**src/rtl/bus_arbiter_pkg.sv**
```systemverilog
// ---------------------------------------------------------------------------
// bus_arbiter_pkg
// Shared definitions for the 4-master round-robin bus arbiter:
//   - arb_state_e : 2-bit FSM state encoding (IDLE, GRANTED, BUSY, RELEASE)
//   - NUM_MASTERS / ID_W : master count and grant-index width
//   - DEF_GRANT_TIMEOUT / DEF_TRANS_TIMEOUT : default timeout limits
//   - id_to_onehot : master index -> one-hot grant vector
// ---------------------------------------------------------------------------
package bus_arbiter_pkg;

   localparam int NUM_MASTERS       = 4;
   localparam int ID_W              = $clog2(NUM_MASTERS);
   localparam int DEF_GRANT_TIMEOUT = 16;
   localparam int DEF_TRANS_TIMEOUT = 1024;

   typedef enum logic [1:0] {
      ST_IDLE     = 2'd0,
      ST_GRANTED  = 2'd1,
      ST_BUSY     = 2'd2,
      ST_RELEASE  = 2'd3
   } arb_state_e;

   function automatic logic [NUM_MASTERS-1:0] id_to_onehot(input logic [ID_W-1:0] id);
      logic [NUM_MASTERS-1:0] oh;
      oh     = '0;
      oh[id] = 1'b1;
      return oh;
   endfunction

endpackage

```
**src/rtl/bus_arbiter_rr_pick.sv**
```systemverilog
// ---------------------------------------------------------------------------
// rr_priority_pick
// Combinational round-robin selector. Searches the request vector starting
// at (last_id+1) mod NUM_MASTERS and wrapping upward; the first set bit wins.
// Ports:
//   request_i [NUM_MASTERS-1:0] : per-master request bits
//   last_id_i [ID_W-1:0]        : most recent grantee
//   winner_o  [ID_W-1:0]        : selected master (0 when valid_o is low)
//   valid_o                     : at least one request is pending
// ---------------------------------------------------------------------------
module rr_priority_pick
   import bus_arbiter_pkg::*;
(
   input  logic [NUM_MASTERS-1:0] request_i,
   input  logic [ID_W-1:0]        last_id_i,
   output logic [ID_W-1:0]        winner_o,
   output logic                   valid_o
);

   logic [ID_W-1:0] idx;
   logic            found;

   always_comb begin
      winner_o = '0;
      found    = 1'b0;
      idx      = '0;
      // Offsets 1..NUM_MASTERS: the last grantee is checked last, and the
      // ID_W-bit add wraps naturally modulo NUM_MASTERS.
      for (int k = 1; k <= NUM_MASTERS; k++) begin
         idx = last_id_i + ID_W'(k);
         if (!found && request_i[idx]) begin
            found    = 1'b1;
            winner_o = idx;
         end
      end
      valid_o = found;
   end

endmodule

```
**src/rtl/bus_arbiter.sv**
```systemverilog
// ---------------------------------------------------------------------------
// bus_arbiter
// Round-robin arbiter for 4 bus masters with grant and transaction timeouts.
// Handshake: a master holds bus_request; the arbiter answers with a one-hot
// bus_grant one cycle later; the grantee pulses begin_transaction to claim
// the bus, and end_transaction / bus_error (bus-wide pulses) release it.
// After every ownership the grant is held at zero for one RELEASE cycle.
// Ports:
//   clock, reset (async, active-low)
//   bus_request[3:0], begin_transaction, end_transaction, bus_error
//   bus_grant[3:0]   : registered one-hot grant, zero in IDLE/RELEASE
//   granted_id[1:0]  : current or most recent grantee
//   arb_busy         : state is not IDLE
//   timeout_error    : 1-cycle pulse on grant or watchdog timeout
//   state_dbg        : current FSM state for checkers
// ---------------------------------------------------------------------------
module bus_arbiter
   import bus_arbiter_pkg::*;
#(
   parameter int GRANT_TIMEOUT = DEF_GRANT_TIMEOUT,
   parameter int TRANS_TIMEOUT = DEF_TRANS_TIMEOUT
) (
   input  logic                   clock,
   input  logic                   reset,
   input  logic [NUM_MASTERS-1:0] bus_request,
   input  logic                   begin_transaction,
   input  logic                   end_transaction,
   input  logic                   bus_error,
   output logic [NUM_MASTERS-1:0] bus_grant,
   output logic [ID_W-1:0]        granted_id,
   output logic                   arb_busy,
   output logic                   timeout_error,
   output arb_state_e             state_dbg
);

   localparam int MAX_TO = (GRANT_TIMEOUT > TRANS_TIMEOUT) ? GRANT_TIMEOUT : TRANS_TIMEOUT;
   localparam int CNT_W  = $clog2(MAX_TO) + 1;

   // The counter holds the number of cycles already spent in the state, so
   // the limit is hit on the cycle where the count equals limit-1.
   localparam logic [CNT_W-1:0] GRANT_LAST = CNT_W'(GRANT_TIMEOUT - 1);
   localparam logic [CNT_W-1:0] TRANS_LAST = CNT_W'(TRANS_TIMEOUT - 1);
   localparam logic [CNT_W-1:0] CNT_MAX    = '1;

   arb_state_e             state_q;
   logic [NUM_MASTERS-1:0] grant_q;
   logic [ID_W-1:0]        gid_q;
   logic [ID_W-1:0]        last_id_q;
   logic [CNT_W-1:0]       cnt_q;
   logic [CNT_W-1:0]       cnt_d;
   logic                   busy_q;
   logic                   timeout_q;

   logic [ID_W-1:0]        pick_id;
   logic                   pick_valid;

   rr_priority_pick u_pick (
      .request_i (bus_request),
      .last_id_i (last_id_q),
      .winner_o  (pick_id),
      .valid_o   (pick_valid)
   );

   // Saturating increment: the counter parks at all-ones instead of wrapping.
   assign cnt_d = (cnt_q == CNT_MAX) ? cnt_q : cnt_q + 1'b1;

   always_ff @(posedge clock or negedge reset) begin
      if (!reset) begin
         state_q   <= ST_IDLE;
         grant_q   <= '0;
         gid_q     <= '0;
         last_id_q <= ID_W'(NUM_MASTERS - 1);
         cnt_q     <= '0;
         busy_q    <= 1'b0;
         timeout_q <= 1'b0;
      end else begin
         timeout_q <= 1'b0;
         case (state_q)
            ST_IDLE: begin
               if (pick_valid) begin
                  state_q   <= ST_GRANTED;
                  grant_q   <= id_to_onehot(pick_id);
                  gid_q     <= pick_id;
                  last_id_q <= pick_id;
                  cnt_q     <= '0;
                  busy_q    <= 1'b1;
               end
            end
            ST_GRANTED: begin
               // bus_error outranks begin_transaction.
               if (bus_error) begin
                  state_q <= ST_RELEASE;
                  grant_q <= '0;
                  cnt_q   <= '0;
               end else if (begin_transaction) begin
                  state_q <= ST_BUSY;
                  cnt_q   <= '0;
               end else if (!bus_request[gid_q]) begin
                  state_q <= ST_RELEASE;
                  grant_q <= '0;
                  cnt_q   <= '0;
               end else if (cnt_q == GRANT_LAST) begin
                  state_q   <= ST_RELEASE;
                  grant_q   <= '0;
                  cnt_q     <= '0;
                  timeout_q <= 1'b1;
               end else begin
                  cnt_q <= cnt_d;
               end
            end
            ST_BUSY: begin
               // A normal end on the watchdog cycle wins: no timeout pulse.
               if (end_transaction || bus_error) begin
                  state_q <= ST_RELEASE;
                  grant_q <= '0;
                  cnt_q   <= '0;
               end else if (cnt_q == TRANS_LAST) begin
                  state_q   <= ST_RELEASE;
                  grant_q   <= '0;
                  cnt_q     <= '0;
                  timeout_q <= 1'b1;
               end else begin
                  cnt_q <= cnt_d;
               end
            end
            ST_RELEASE: begin
               state_q <= ST_IDLE;
               cnt_q   <= '0;
               busy_q  <= 1'b0;
            end
            default: begin
               state_q <= ST_IDLE;
               grant_q <= '0;
               cnt_q   <= '0;
               busy_q  <= 1'b0;
            end
         endcase
      end
   end

   assign bus_grant     = grant_q;
   assign granted_id    = gid_q;
   assign arb_busy      = busy_q;
   assign timeout_error = timeout_q;
   assign state_dbg     = state_q;

endmodule

```
**config.mk**
```make
export PLATFORM = sky130hd
export DESIGN_NAME = bus_arbiter
export DESIGN_NICKNAME = d
export VERILOG_FILES = /design/src/rtl/bus_arbiter_pkg.sv /design/src/rtl/bus_arbiter_rr_pick.sv /design/src/rtl/bus_arbiter.sv
export SDC_FILE = /design/constraint.sdc
export NUM_CORES = 1
export LEC_CHECK = 0
export CAP_MARGIN = 0
export CORE_ASPECT_RATIO = 0.9
export CORE_UTILIZATION = 61
export CTS_BUF_LIST = sky130_fd_sc_hd__clkbuf_4 sky130_fd_sc_hd__clkbuf_8
export DETAILED_ROUTE_END_ITERATION = 10
export HOLD_SLACK_MARGIN = 0.12
export PLACE_DENSITY = 0.85
export SLEW_MARGIN = 20
export SYNTH_ARGS = -nofsm -noshare
export SYNTH_HDL_FRONTEND = slang
export SYNTH_SLANG_ARGS = --single-unit
```
**constraint.sdc**
```tcl
create_clock -name clock -period 6.16 [get_ports clock]
set_input_delay 1.54 -clock clock [delete_from_list [all_inputs] [get_ports clock]]
set_output_delay 1.54 -clock clock [all_outputs]
set_load 0.01 [all_outputs]
```
==> results of run 1 <==
==> how the worst max path moves through the flow <==
stage                         startpoint                  endpoint  slack (ps)
final                     bus_request[3]  bus_grant[0]$_DFFE_PN0P_        2500
after global routing      bus_request[3]  bus_grant[2]$_DFFE_PN0P_        2500
after CTS                 bus_request[3]  bus_grant[0]$_DFFE_PN0P_        2550
after detailed placement  bus_request[3]  bus_grant[0]$_DFFE_PN0P_        2210
after global placement    bus_request[3]  bus_grant[2]$_DFFE_PN0P_        2290
after floorplan           bus_request[3]  bus_grant[0]$_DFFE_PN0P_        2790
==> report_power, final <==
group | internal [µW] | leakage [µW] | switching [µW]
combinational | 150 | 0.000396 | 147
sequential | 191 | 0.000300 | 35.4
clock | 29.8 | 0.0000184 | 45.4
total | 371 | 0.000715 | 227
==> state kept, by name (all words and copies together), names as in the netlist <==
register,cells
cnt_q,11
bus_grant,4
granted_id,2
last_id_q,2
state_dbg,2
arb_busy,1
timeout_error,1
==> cell usage after synthesis (2+ instances only) <==
master,number
a211oi_1,2
a21boi_0,2
a21o_1,2
a21oi_1,10
a311oi_1,2
and2_1,3
and4_1,3
clkbuf_1,3
dfrtp_1,21
dfstp_2,2
ha_1,6
inv_1,8
mux2_4,3
mux2i_1,2
nand2_1,15
nand2b_1,2
nand3_1,7
nand4_1,3
nor2_1,17
nor2b_1,3
nor3_1,6
nor3b_1,2
nor4_1,4
o211ai_1,2
o21ai_0,2
or3_1,2
or4_1,2
xor2_1,2
==> worst max-delay path, delay by kind of cell <==
kind            cells  cell delay (ps)
buf+inv             1              530
mux                 2              870
simple gates        1              570
compound gates      2              350
==> metal layers <==
metal / vias up / wire (µm) / global-route usage [%]
met5: - / 0 / 0
met4: 0 / 51 / 11.58
met3: 8 / 189 / 7.619
met2: 52 / 1659 / 49.62
met1: 602 / 1410 / 34.60
li1: 586 / - / -
==> through the flow <==
step	worst slack, ps	power, µW
detailed placement	2206	524.5
floorplan	2791	428.0
CTS	2549	600.3
finish	2499	598.2
global placement	2290	505.5
global route	2498	646.1
==> area by class of cell <==
class	count	area share [%]
Clock buffer	4	1.848
Inverter	8	1.848
Multi-Input combinational cell	117	47.88
Sequential cell	23	35.57
Tap cell	27	2.079
Timing Repair Buffer	18	10.78
==> cells by family after synthesis <==
kind of cell	synth area share [%]
fa+ha+maj	5.328
mux	7.016
compound gates	14.48
simple gates	26.55
buf+inv	3.730
xor+xnor	1.865
flops	41.03
==> impl_table.tex, run 1 <==
\begin{tabular}{lr}
\hline
Metric & Value \\
\hline
\multicolumn{2}{l}{\textbf{Synth}} \\
\quad Number of distinct library cells after synthesis & 42 \\
\quad Synthesized area per cell & 9.269 µm² \\
\quad Count of flip-flops with a built-in enable after synthesis & 0 \\
\quad Flop and latch count out of synthesis & 23 \\
\quad Share of the yosys chip area belonging to registers & 41.03\% \\
\quad Ys async rst share & 100.0\% \\
\quad Number of instances in the synthesized netlist & 152 \\
\quad Most area-hungry cell type in the Yosys netlist & dfrtp\_1 \\
\quad Cell area after synthesis & 1409 µm² \\
\quad Most used flip-flop cell after synthesis & dfrtp\_1 \\
\quad Syn\_nets & 167 \\
\quad Area share of the largest cell type after synthesis & 37.30\% \\
\quad Synth top area cells & dfrtp\_1 (37\%), ha\_1 (5.3\%), nor2\_1 (4.5\%) \\
\quad Syn. warnings & 0 \\
\multicolumn{2}{l}{\textbf{CTS}} \\
\quad TritonCTS clock tree & done \\
\quad Buffers inserted by post-CTS timing repair & 0 \\
\quad Post-CTS Hold Fix Bufs & 0 \\
\quad CTS buffer count & 3 \\
\quad Clock slew at the register clock pins of the worst setup and hold paths & 120 ps \\
\quad Count of clock tree sinks & 23 \\
\quad Max clock buf depth & 2 \\
\quad H-tree levels & 1 \\
\quad Quantity of gates resized following cts & 0 \\
\quad Library cell used as clock root buffer & clkbuf\_4 \\
\quad Clk Latency, worst-skew pair & 320 ps \\
\multicolumn{2}{l}{\textbf{Die}} \\
\quad Die Outline Area & 2506 µm² \\
\quad Width of the die & 52.66 µm \\
\quad Number of top-level design ports & 19 \\
\quad Initial core utilization & 64.56\% \\
\quad Die height & 47.59 µm \\
\quad Floorplan row count & 16 \\
\quad Area of the core & 2182 µm² \\
\multicolumn{2}{l}{\textbf{Timing}} \\
\quad Min cycle time layout & 3661 ps \\
\quad Slew at the pin with the worst max-slew slack & 667.0 ps \\
\quad Setup skew after layout & 4.356 ps \\
\quad Final number of max-transition violations & 0 \\
\quad Summed negative setup slack over all endpoints & 0 ps \\
\quad Final hold vios & 0 \\
\quad Min Hold Slack & 550.8 ps \\
\quad Relative slew slack & 55.46\% \\
\quad Unrepaired setup endpoints after global routing & no \\
\quad Final number of setup-violating endpoints & 0 \\
\quad Top achievable clock speed & 0.2731 GHz \\
\quad Period Utilization, post-route & 59.43\% \\
\multicolumn{2}{l}{\textbf{Pwr}} \\
\quad Leakage power of the design & 0.0007150 µW \\
\quad Cell Pwr Density & 368.1 nW/µm² \\
\quad IR drop worst, VDD & 0.3536 mV \\
\multicolumn{2}{l}{\textbf{Worst setup path}} \\
\quad Flop-to-flop setup slack & 3650 ps \\
\quad Max Fanout on Critical Path & 7 \\
\quad Start-to-end type of the worst setup path & in -> reg \\
\quad Max stage delay cell, worst path & or4\_4 \\
\quad Endpoint of the worst-slack reg-to-reg timing path & bus\_grant[0]\$\_DFFE\_PN0P\_ \\
\quad Critical Path Sink Type & flip-flop \\
\quad Arrival time reported for the critical path endpoint & 3880 ps \\
\quad Critical-path cell list & clkdlybuf4s50\_1 -> mux4\_2 -> o31a\_1 -> o211a\_1 -> or4\_4 -> mux2\_4 \\
\quad Slowest stage delay, CP & 570 ps \\
\quad Reg-to-Reg Start & cnt\_q[5]\$\_DFFE\_PN0P\_ \\
\quad Depth of the most critical reg-to-reg path & 5 \\
\quad WP data required & 6380 ps \\
\quad Critical Path Source Type & input port \\
\multicolumn{2}{l}{\textbf{Layout}} \\
\quad Most common library cell in the layout ignoring fill and taps & dfrtp\_1 \\
\quad Number of antenna cells inserted & 0 \\
\quad Final design utilization & 74.48\% \\
\quad Post-route insts no fill & 197 \\
\quad Combined area of the multi-input logic cells & 778.2 µm² \\
\quad Number of filler cells placed in the layout & 173 \\
\quad Top library cells by usage in the layout, fill and taps aside & dfrtp\_1 (21), nor2\_1 (17), clkdlybuf4s50\_1 (17) \\
\quad Fraction of layout instances using a drive strength above 1 & 8.235\% \\
\quad Summed area of non-filler cells in the final layout & 1625 µm² \\
\quad Total number of nets in the final design & 186 \\
\quad Area growth syn-to-layout & 15.36\% \\
\quad Storage element area & 578.1 µm² \\
\multicolumn{2}{l}{\textbf{Place}} \\
\quad Placed wire-length estimate after detailed placement & 2490 µm \\
\quad Weighted congestion at the end of routability-driven global placement & 0.8572 \\
\quad Number of cells after detailed placement & 193 \\
\quad Post-placement cell area & 1600 µm² \\
\quad Number of buffers inserted by port buffering & 18 \\
\multicolumn{2}{l}{\textbf{Routing}} \\
\quad Via-per-instance ratio & 6.335 \\
\quad Iteration-0 DRC Markers & 33 \\
\quad Routed wire per std cell & 16.81 µm \\
\quad Post-route DRC & 0 \\
\quad Total routed wirelength & 3311 µm \\
\quad Drt first pass iters & 4 \\
\quad Antenna Violating Nets Remaining & 0 \\
\quad Via count & 1248 \\
\multicolumn{2}{l}{\textbf{Run}} \\
\quad Maximum Capacitance Violations & 0 \\
\multicolumn{2}{l}{\textbf{Hold path}} \\
\quad Number of cells traversed by the worst hold path & 1 \\
\quad Path type of the worst min-delay path & reg -> reg \\
\quad Worst Hold Launch & bus\_grant[3]\$\_DFFE\_PN0P\_ \\
\quad Endpoint, Worst Hold & bus\_grant[3]\$\_DFFE\_PN0P\_ \\
\multicolumn{2}{l}{\textbf{Global route}} \\
\quad Grt ovf & 0 \\
\quad Antenna violations before repair & 0 \\
\quad Via count of the first global-routing pass & 1102 \\
\quad First-pass GRT wire length & 5119 µm \\
\quad Total global routing track utilization & 28.66\% \\
\quad Pin count of the biggest net entering global routing & 24 \\
\multicolumn{2}{l}{\textbf{Run status}} \\
\quad Outcome & complete, no violations \\
\hline
\end{tabular}
No activity file was read; power rests on OpenSTA's default activity.
==> run 2: changes to the inputs <==
Settings changed: CORE_UTILIZATION 61 to 56, PLACE_DENSITY 0.85 to 0.79.
Clock period 6.16 ns to 3.4 ns, I/O delays scaled along.
==> run 2 against run 1 <==
Cell count is 1.0% higher. Sequential cell count stayed put. Die area increased by 8.6%. Largest cell class unchanged. Clock skew up 3.7 ps. Combinational power is 80% higher. Critical endpoint is now bus_grant[2]$_DFFE_PN0P_. Core utilization shrank 2.5 points. Routed wire length fell by 10%. Sequential share of layout area is 0.38 points lower. Sequential power grew 81%. Hold slack worse by 27 ps. Critical path depth did not move.
==> impl_table.tex, run 2 (same netlist as run 1, synthesis figures left out) <==
\begin{tabular}{lr}
\hline
Metric & Value \\
\hline
\multicolumn{2}{l}{\textbf{Worst setup path}} \\
\quad CP Capture Point & bus\_grant[2]\$\_DFFE\_PN0P\_ \\
\quad Flop-to-flop setup slack & 840 ps \\
\quad Max Fanout on Critical Path & 7 \\
\quad Critical-path cell list & clkdlybuf4s50\_1 -> mux4\_2 -> o31a\_1 -> o211a\_1 -> or4\_4 -> mux2\_4 \\
\quad Depth of the most critical reg-to-reg path & 5 \\
\quad Critical Path Source Type & input port \\
\quad Arrival time reported for the critical path endpoint & 3120 ps \\
\quad Endpoint of the worst-slack reg-to-reg timing path & bus\_grant[2]\$\_DFFE\_PN0P\_ \\
\quad Max stage delay cell, worst path & or4\_4 \\
\quad Critical path startpoint & bus\_request[3] \\
\quad WP data required & 3610 ps \\
\quad Critical Path Sink Type & flip-flop \\
\quad Slowest stage delay, CP & 560 ps \\
\quad Start-to-end type of the worst setup path & in -> reg \\
\quad Reg-to-Reg Start & cnt\_q[5]\$\_DFFE\_PN0P\_ \\
\multicolumn{2}{l}{\textbf{Timing}} \\
\quad Final hold vios & 0 \\
\quad Top achievable clock speed & 0.3437 GHz \\
\quad Final number of max-transition violations & 0 \\
\quad Slew at the pin with the worst max-slew slack & 451.2 ps \\
\quad Summed negative setup slack over all endpoints & 0 ps \\
\quad Final worst setup slack & 490.5 ps \\
\quad Unrepaired setup endpoints after global routing & no \\
\quad Period Utilization, post-route & 85.57\% \\
\quad Min Hold Slack & 524.2 ps \\
\quad Relative slew slack & 69.92\% \\
\quad Final number of setup-violating endpoints & 0 \\
\quad Min cycle time layout & 2909 ps \\
\quad Setup skew after layout & 8.085 ps \\
\multicolumn{2}{l}{\textbf{CTS}} \\
\quad Clk Latency, worst-skew pair & 320 ps \\
\quad CTS buffer count & 3 \\
\quad Max clock buf depth & 2 \\
\quad Post-CTS Hold Fix Bufs & 0 \\
\quad Count of clock tree sinks & 23 \\
\quad Buffers inserted by post-CTS timing repair & 0 \\
\quad Library cell used as clock root buffer & clkbuf\_4 \\
\quad TritonCTS clock tree & done \\
\quad H-tree levels & 1 \\
\quad Quantity of gates resized following cts & 0 \\
\quad Clock slew at the register clock pins of the worst setup and hold paths & 120 ps \\
\multicolumn{2}{l}{\textbf{Die}} \\
\quad Die height & 49.59 µm \\
\quad Number of top-level design ports & 19 \\
\quad Area of the core & 2282 µm² \\
\quad Floorplan row count & 16 \\
\quad Initial core utilization & 61.73\% \\
\quad Width of the die & 54.87 µm \\
\quad Die Outline Area & 2721 µm² \\
\multicolumn{2}{l}{\textbf{Layout}} \\
\quad Area growth syn-to-layout & 16.61\% \\
\quad Fraction of layout instances using a drive strength above 1 & 8.721\% \\
\quad Most common library cell in the layout ignoring fill and taps & dfrtp\_1 \\
\quad Register containing the most flip-flops in the final layout & cnt\_q \\
\quad Final design utilization & 71.98\% \\
\quad Number of antenna cells inserted & 0 \\
\quad Number of flip-flops in the largest register & 11 \\
\quad Top library cells by usage in the layout, fill and taps aside & dfrtp\_1 (21), clkdlybuf4s50\_1 (18), nor2\_1 (17) \\
\quad Total number of nets in the final design & 188 \\
\multicolumn{2}{l}{\textbf{Global route}} \\
\quad Pin count of the biggest net entering global routing & 24 \\
\quad Grt ovf & 0 \\
\quad Antenna violations before repair & 0 \\
\quad Total global routing track utilization & 26.77\% \\
\quad First-pass GRT wire length & 5237 µm \\
\quad Via count of the first global-routing pass & 1126 \\
\multicolumn{2}{l}{\textbf{Routing}} \\
\quad Drt first pass iters & 4 \\
\quad Via count & 1219 \\
\quad Iteration-0 DRC Markers & 25 \\
\quad Total routed wirelength & 2978 µm \\
\quad Antenna Violating Nets Remaining & 0 \\
\quad Via-per-instance ratio & 6.126 \\
\quad Routed wire per std cell & 14.96 µm \\
\quad Post-route DRC & 0 \\
\multicolumn{2}{l}{\textbf{Run}} \\
\quad Maximum Capacitance Violations & 0 \\
\multicolumn{2}{l}{\textbf{Pwr}} \\
\quad Leakage power of the design & 0.0007233 µW \\
\quad IR drop worst, VDD & 0.6240 mV \\
\quad Pwr Total & 1072 µW \\
\quad Cell Pwr Density & 652.5 nW/µm² \\
\multicolumn{2}{l}{\textbf{Place}} \\
\quad Placed wire-length estimate after detailed placement & 2276 µm \\
\quad Setup slack at placement & 171.9 ps \\
\quad Weighted congestion at the end of routability-driven global placement & 0.8631 \\
\quad Number of buffers inserted by port buffering & 18 \\
\multicolumn{2}{l}{\textbf{Hold path}} \\
\quad Worst Hold Launch & bus\_grant[0]\$\_DFFE\_PN0P\_ \\
\quad Path type of the worst min-delay path & reg -> reg \\
\multicolumn{2}{l}{\textbf{Run status}} \\
\quad Outcome & complete, no violations \\
\hline
\end{tabular}
## run 2: cell count changes in the layout (fill, tap and decap cells not counted)
cell             before  now
buf_4                 0    2
buf_2                 1    0
clkbuf_4              4    3
clkdlybuf4s50_1      17   18
clkinv_2              0    1
## run 2: critical path, delay by kind of cell
kind | cells | cell delay, ps
AOI/OAI and AO/OA | 2 | 360
buffers and inverters | 1 | 500
muxes | 2 | 850
and+or+nand+nor | 1 | 560
## run 2: how the worst min path moves through the flow
stage,end,slack [ps],depth (start not counted)
after floorplan,cnt_q[8]$_DFFE_PN0P_,500,1
after global placement,bus_grant[3]$_DFFE_PN0P_,500,1
after detailed placement,bus_grant[2]$_DFFE_PN0P_,500,1
after CTS,bus_grant[3]$_DFFE_PN0P_,530,1
after global routing,bus_grant[3]$_DFFE_PN0P_,540,1
final,bus_grant[0]$_DFFE_PN0P_,520,1
## run 2: where the power goes
group / switching [µW] / internal, µW / leakage [µW]
Clock: 82.2 / 44.1 / 0.0000177
Sequential: 64.4 / 345 / 0.000300
Combinational: 258 / 278 / 0.000405
## run 2: layout make-up
class	count	area, µm²
Timing Repair Buffer	20	195.2
Tap cell	27	33.78
Multi-Input combinational cell	117	778.2
Clock inverter	1	5.005
Sequential cell	23	578.1
Clock buffer	3	22.52
Inverter	8	30.03
Fill cell	183	639.4
## run 2: stage by stage
| stage | area [µm²] | cells |
|---|---|---|
| 6_report | 1643 | 199 |
| 5_1_grt | 1643 | 199 |
| 4_1_cts | 1643 | 199 |
| 3_5_place_dp | 1615 | 195 |
| 3_3_place_gp | 1615 | 195 |
| 2_1_floorplan | 1409 | 152 |
## run 2: routing by layer
metal  GRT usage, %  vias to the layer above  part of all wire, %
met3          6.481                        4                  5.6
li1               -                      598                    -
met4          5.128                        0                 0.71
met5              0                        -                    0
met1          39.45                      582                   49
met2          39.36                       35                   45
==> run 3: changes to the inputs <==
Settings changed: CORE_UTILIZATION 56 to 61, PLACE_DENSITY 0.79 to 0.85, SLEW_MARGIN 20 to 10.
Clock period 3.4 ns to 3.7 ns, I/O delays scaled along.
==> run 3 against run 2 <==
Die area fell by 7.9%. First-iteration DRC count grew 36%. Routed wire length rose by 10%. Clock-buffer cell count increased by 1. Via count is 0.98% higher. Non-clock buffer count fell by 2. Hold slack improved by 26 ps. Sequential share of layout area grew 0.27 points. Sequential power decreased by 8.3%. Sequential cell count stayed put. Worst setup slack improved by 170 ps.
==> impl_table.tex, run 3 (same netlist as run 1, synthesis figures left out) <==
\begin{tabular}{lr}
\hline
Metric & Value \\
\hline
\multicolumn{2}{l}{\textbf{CTS}} \\
\quad Post-CTS Hold Fix Bufs & 0 \\
\quad TritonCTS clock tree & done \\
\quad Count of clock tree sinks & 23 \\
\quad Quantity of gates resized following cts & 0 \\
\quad Clock slew at the register clock pins of the worst setup and hold paths & 120 ps \\
\quad Buffers inserted by post-CTS timing repair & 0 \\
\quad H-tree levels & 1 \\
\quad Clk Latency, worst-skew pair & 320 ps \\
\quad CTS buffer count & 3 \\
\quad Max clock buf depth & 2 \\
\quad Library cell used as clock root buffer & clkbuf\_4 \\
\multicolumn{2}{l}{\textbf{Worst setup path}} \\
\quad Arrival time reported for the critical path endpoint & 3260 ps \\
\quad Start-to-end type of the worst setup path & in -> reg \\
\quad Critical Path Source Type & input port \\
\quad Flop-to-flop setup slack & 1190 ps \\
\quad CP bufs+invs & 1 \\
\quad Critical Path Sink Type & flip-flop \\
\quad WP data required & 3920 ps \\
\quad Reg-to-Reg Start & cnt\_q[5]\$\_DFFE\_PN0P\_ \\
\quad Slowest stage delay, CP & 570 ps \\
\quad Endpoint of the worst-slack reg-to-reg timing path & bus\_grant[0]\$\_DFFE\_PN0P\_ \\
\quad Critical path startpoint & bus\_request[3] \\
\quad Max stage delay cell, worst path & or4\_4 \\
\quad Depth of the most critical reg-to-reg path & 5 \\
\quad Critical-path cell list & clkdlybuf4s50\_1 -> mux4\_2 -> o31a\_1 -> o211a\_1 -> or4\_4 -> mux2\_4 \\
\quad Max Fanout on Critical Path & 7 \\
\quad CP Capture Point & bus\_grant[0]\$\_DFFE\_PN0P\_ \\
\quad Total number of cells along the worst setup path & 6 \\
\quad Critical path's top delay family & multiplexers \\
\multicolumn{2}{l}{\textbf{Timing}} \\
\quad Unrepaired setup endpoints after global routing & no \\
\quad Period Utilization, post-route & 82.26\% \\
\quad Relative slew slack & 30.14\% \\
\quad Final number of max-transition violations & 0 \\
\quad Setup skew after layout & 3.380 ps \\
\quad Summed negative setup slack over all endpoints & 0 ps \\
\quad Slew at the pin with the worst max-slew slack & 1045 ps \\
\quad Final number of setup-violating endpoints & 0 \\
\quad Min cycle time layout & 3044 ps \\
\quad Final hold vios & 0 \\
\quad Top achievable clock speed & 0.3285 GHz \\
\multicolumn{2}{l}{\textbf{Hold path}} \\
\quad Worst Hold Launch & bus\_grant[3]\$\_DFFE\_PN0P\_ \\
\quad Path type of the worst min-delay path & reg -> reg \\
\multicolumn{2}{l}{\textbf{Routing}} \\
\quad Total routed wirelength & 3279 µm \\
\quad Antenna Violating Nets Remaining & 0 \\
\quad Via count & 1231 \\
\quad Routed wire per std cell & 16.64 µm \\
\quad Iteration-0 DRC Markers & 34 \\
\quad Via-per-instance ratio & 6.249 \\
\quad Post-route DRC & 0 \\
\quad Drt first pass iters & 4 \\
\multicolumn{2}{l}{\textbf{Die}} \\
\quad Floorplan row count & 16 \\
\quad Area of the core & 2182 µm² \\
\quad Number of top-level design ports & 19 \\
\quad Initial core utilization & 64.56\% \\
\quad Die height & 47.59 µm \\
\quad Die Outline Area & 2506 µm² \\
\quad Width of the die & 52.66 µm \\
\multicolumn{2}{l}{\textbf{Layout}} \\
\quad Total number of nets in the final design & 186 \\
\quad Area growth syn-to-layout & 15.72\% \\
\quad Number of flip-flops in the largest register & 11 \\
\quad Summed area of non-filler cells in the final layout & 1630 µm² \\
\quad Number of antenna cells inserted & 0 \\
\quad Top library cells by usage in the layout, fill and taps aside & dfrtp\_1 (21), clkdlybuf4s50\_1 (18), nor2\_1 (17) \\
\quad Number of filler cells placed in the layout & 172 \\
\quad Fraction of layout instances using a drive strength above 1 & 7.647\% \\
\quad Register containing the most flip-flops in the final layout & cnt\_q \\
\quad Most common library cell in the layout ignoring fill and taps & dfrtp\_1 \\
\multicolumn{2}{l}{\textbf{Place}} \\
\quad Placed wire-length estimate after detailed placement & 2489 µm \\
\quad Number of buffers inserted by port buffering & 18 \\
\quad Weighted congestion at the end of routability-driven global placement & 0.8572 \\
\quad Post-placement cell area & 1600 µm² \\
\multicolumn{2}{l}{\textbf{Pwr}} \\
\quad Leakage power of the design & 0.0007150 µW \\
\quad Cell Pwr Density & 610.1 nW/µm² \\
\quad IR drop worst, VDD & 0.5883 mV \\
\multicolumn{2}{l}{\textbf{Global route}} \\
\quad Via count of the first global-routing pass & 1102 \\
\quad First-pass GRT wire length & 5119 µm \\
\quad Total global routing track utilization & 28.66\% \\
\quad Grt ovf & 0 \\
\quad Pin count of the biggest net entering global routing & 24 \\
\quad Antenna violations before repair & 0 \\
\multicolumn{2}{l}{\textbf{Run}} \\
\quad Maximum Capacitance Violations & 0 \\
\multicolumn{2}{l}{\textbf{Run status}} \\
\quad Outcome & complete, no violations \\
\hline
\end{tabular}
==> run 3: cell count changes in the layout (fill, tap and decap cells not counted) <==
cell,delta
clkinv_2,-1
buf_4,-2
clkbuf_4,+1
==> run 3: final cells by class <==
class	count	area, µm²	share of cell area (%)
inverter	8	30.03	1.842
multi-input combinational	117	778.2	47.74
tap	27	33.78	2.072
clock buffer	4	30.03	1.842
timing repair buffer	18	180.2	11.05
sequential	23	578.1	35.46
==> run 3: how the worst min path moves through the flow <==
| stage | depth (start not counted) | endpoint |
|---|---|---|
| floorplan | 1 | cnt_q[8]$_DFFE_PN0P_ |
| global placement | 1 | bus_grant[0]$_DFFE_PN0P_ |
| detailed placement | 1 | bus_grant[3]$_DFFE_PN0P_ |
| CTS | 1 | bus_grant[3]$_DFFE_PN0P_ |
| global route | 1 | bus_grant[3]$_DFFE_PN0P_ |
| finish | 1 | bus_grant[3]$_DFFE_PN0P_ |
==> run 3: power breakdown <==
| part | switching (µW) | internal [µW] | total [µW] |
|---|---|---|---|
| combinational | 242 | 251 | 493 |
| sequential | 58.8 | 317 | 376 |
| clock | 75.7 | 49.5 | 125 |
==> run 3: worst register-to-register path, cell delays in order (launching register included) <==
cell and delay, ps:
dfrtp_1 460, or4_1 570, o31a_1 280, o211a_1 210, or4_4 570, mux2_4 320
==> run 3: metal layers <==
metal  track usage, %  routed length, µm  vias up
met4            11.58                 59        0
met1            34.60               1396      593
met5                0                  0        -
met3            7.619                175        8
met2            49.62               1648       46
li1                 -                  -      584
==> run 3: through the flow <==
stage	util, %	setup slack, ps	cells	hold WS [ps]	total power, µW
after global placement	73.34	445.2	193	499.2	841.7
after CTS	74.71	704.3	197	551.6	999.4
after floorplan	-	945.6	152	501.5	712.6
after global routing	74.71	653.1	197	563.4	1076
final	74.71	656.2	197	550.5	994.7
after detailed placement	73.34	361.5	193	523.2	873.3
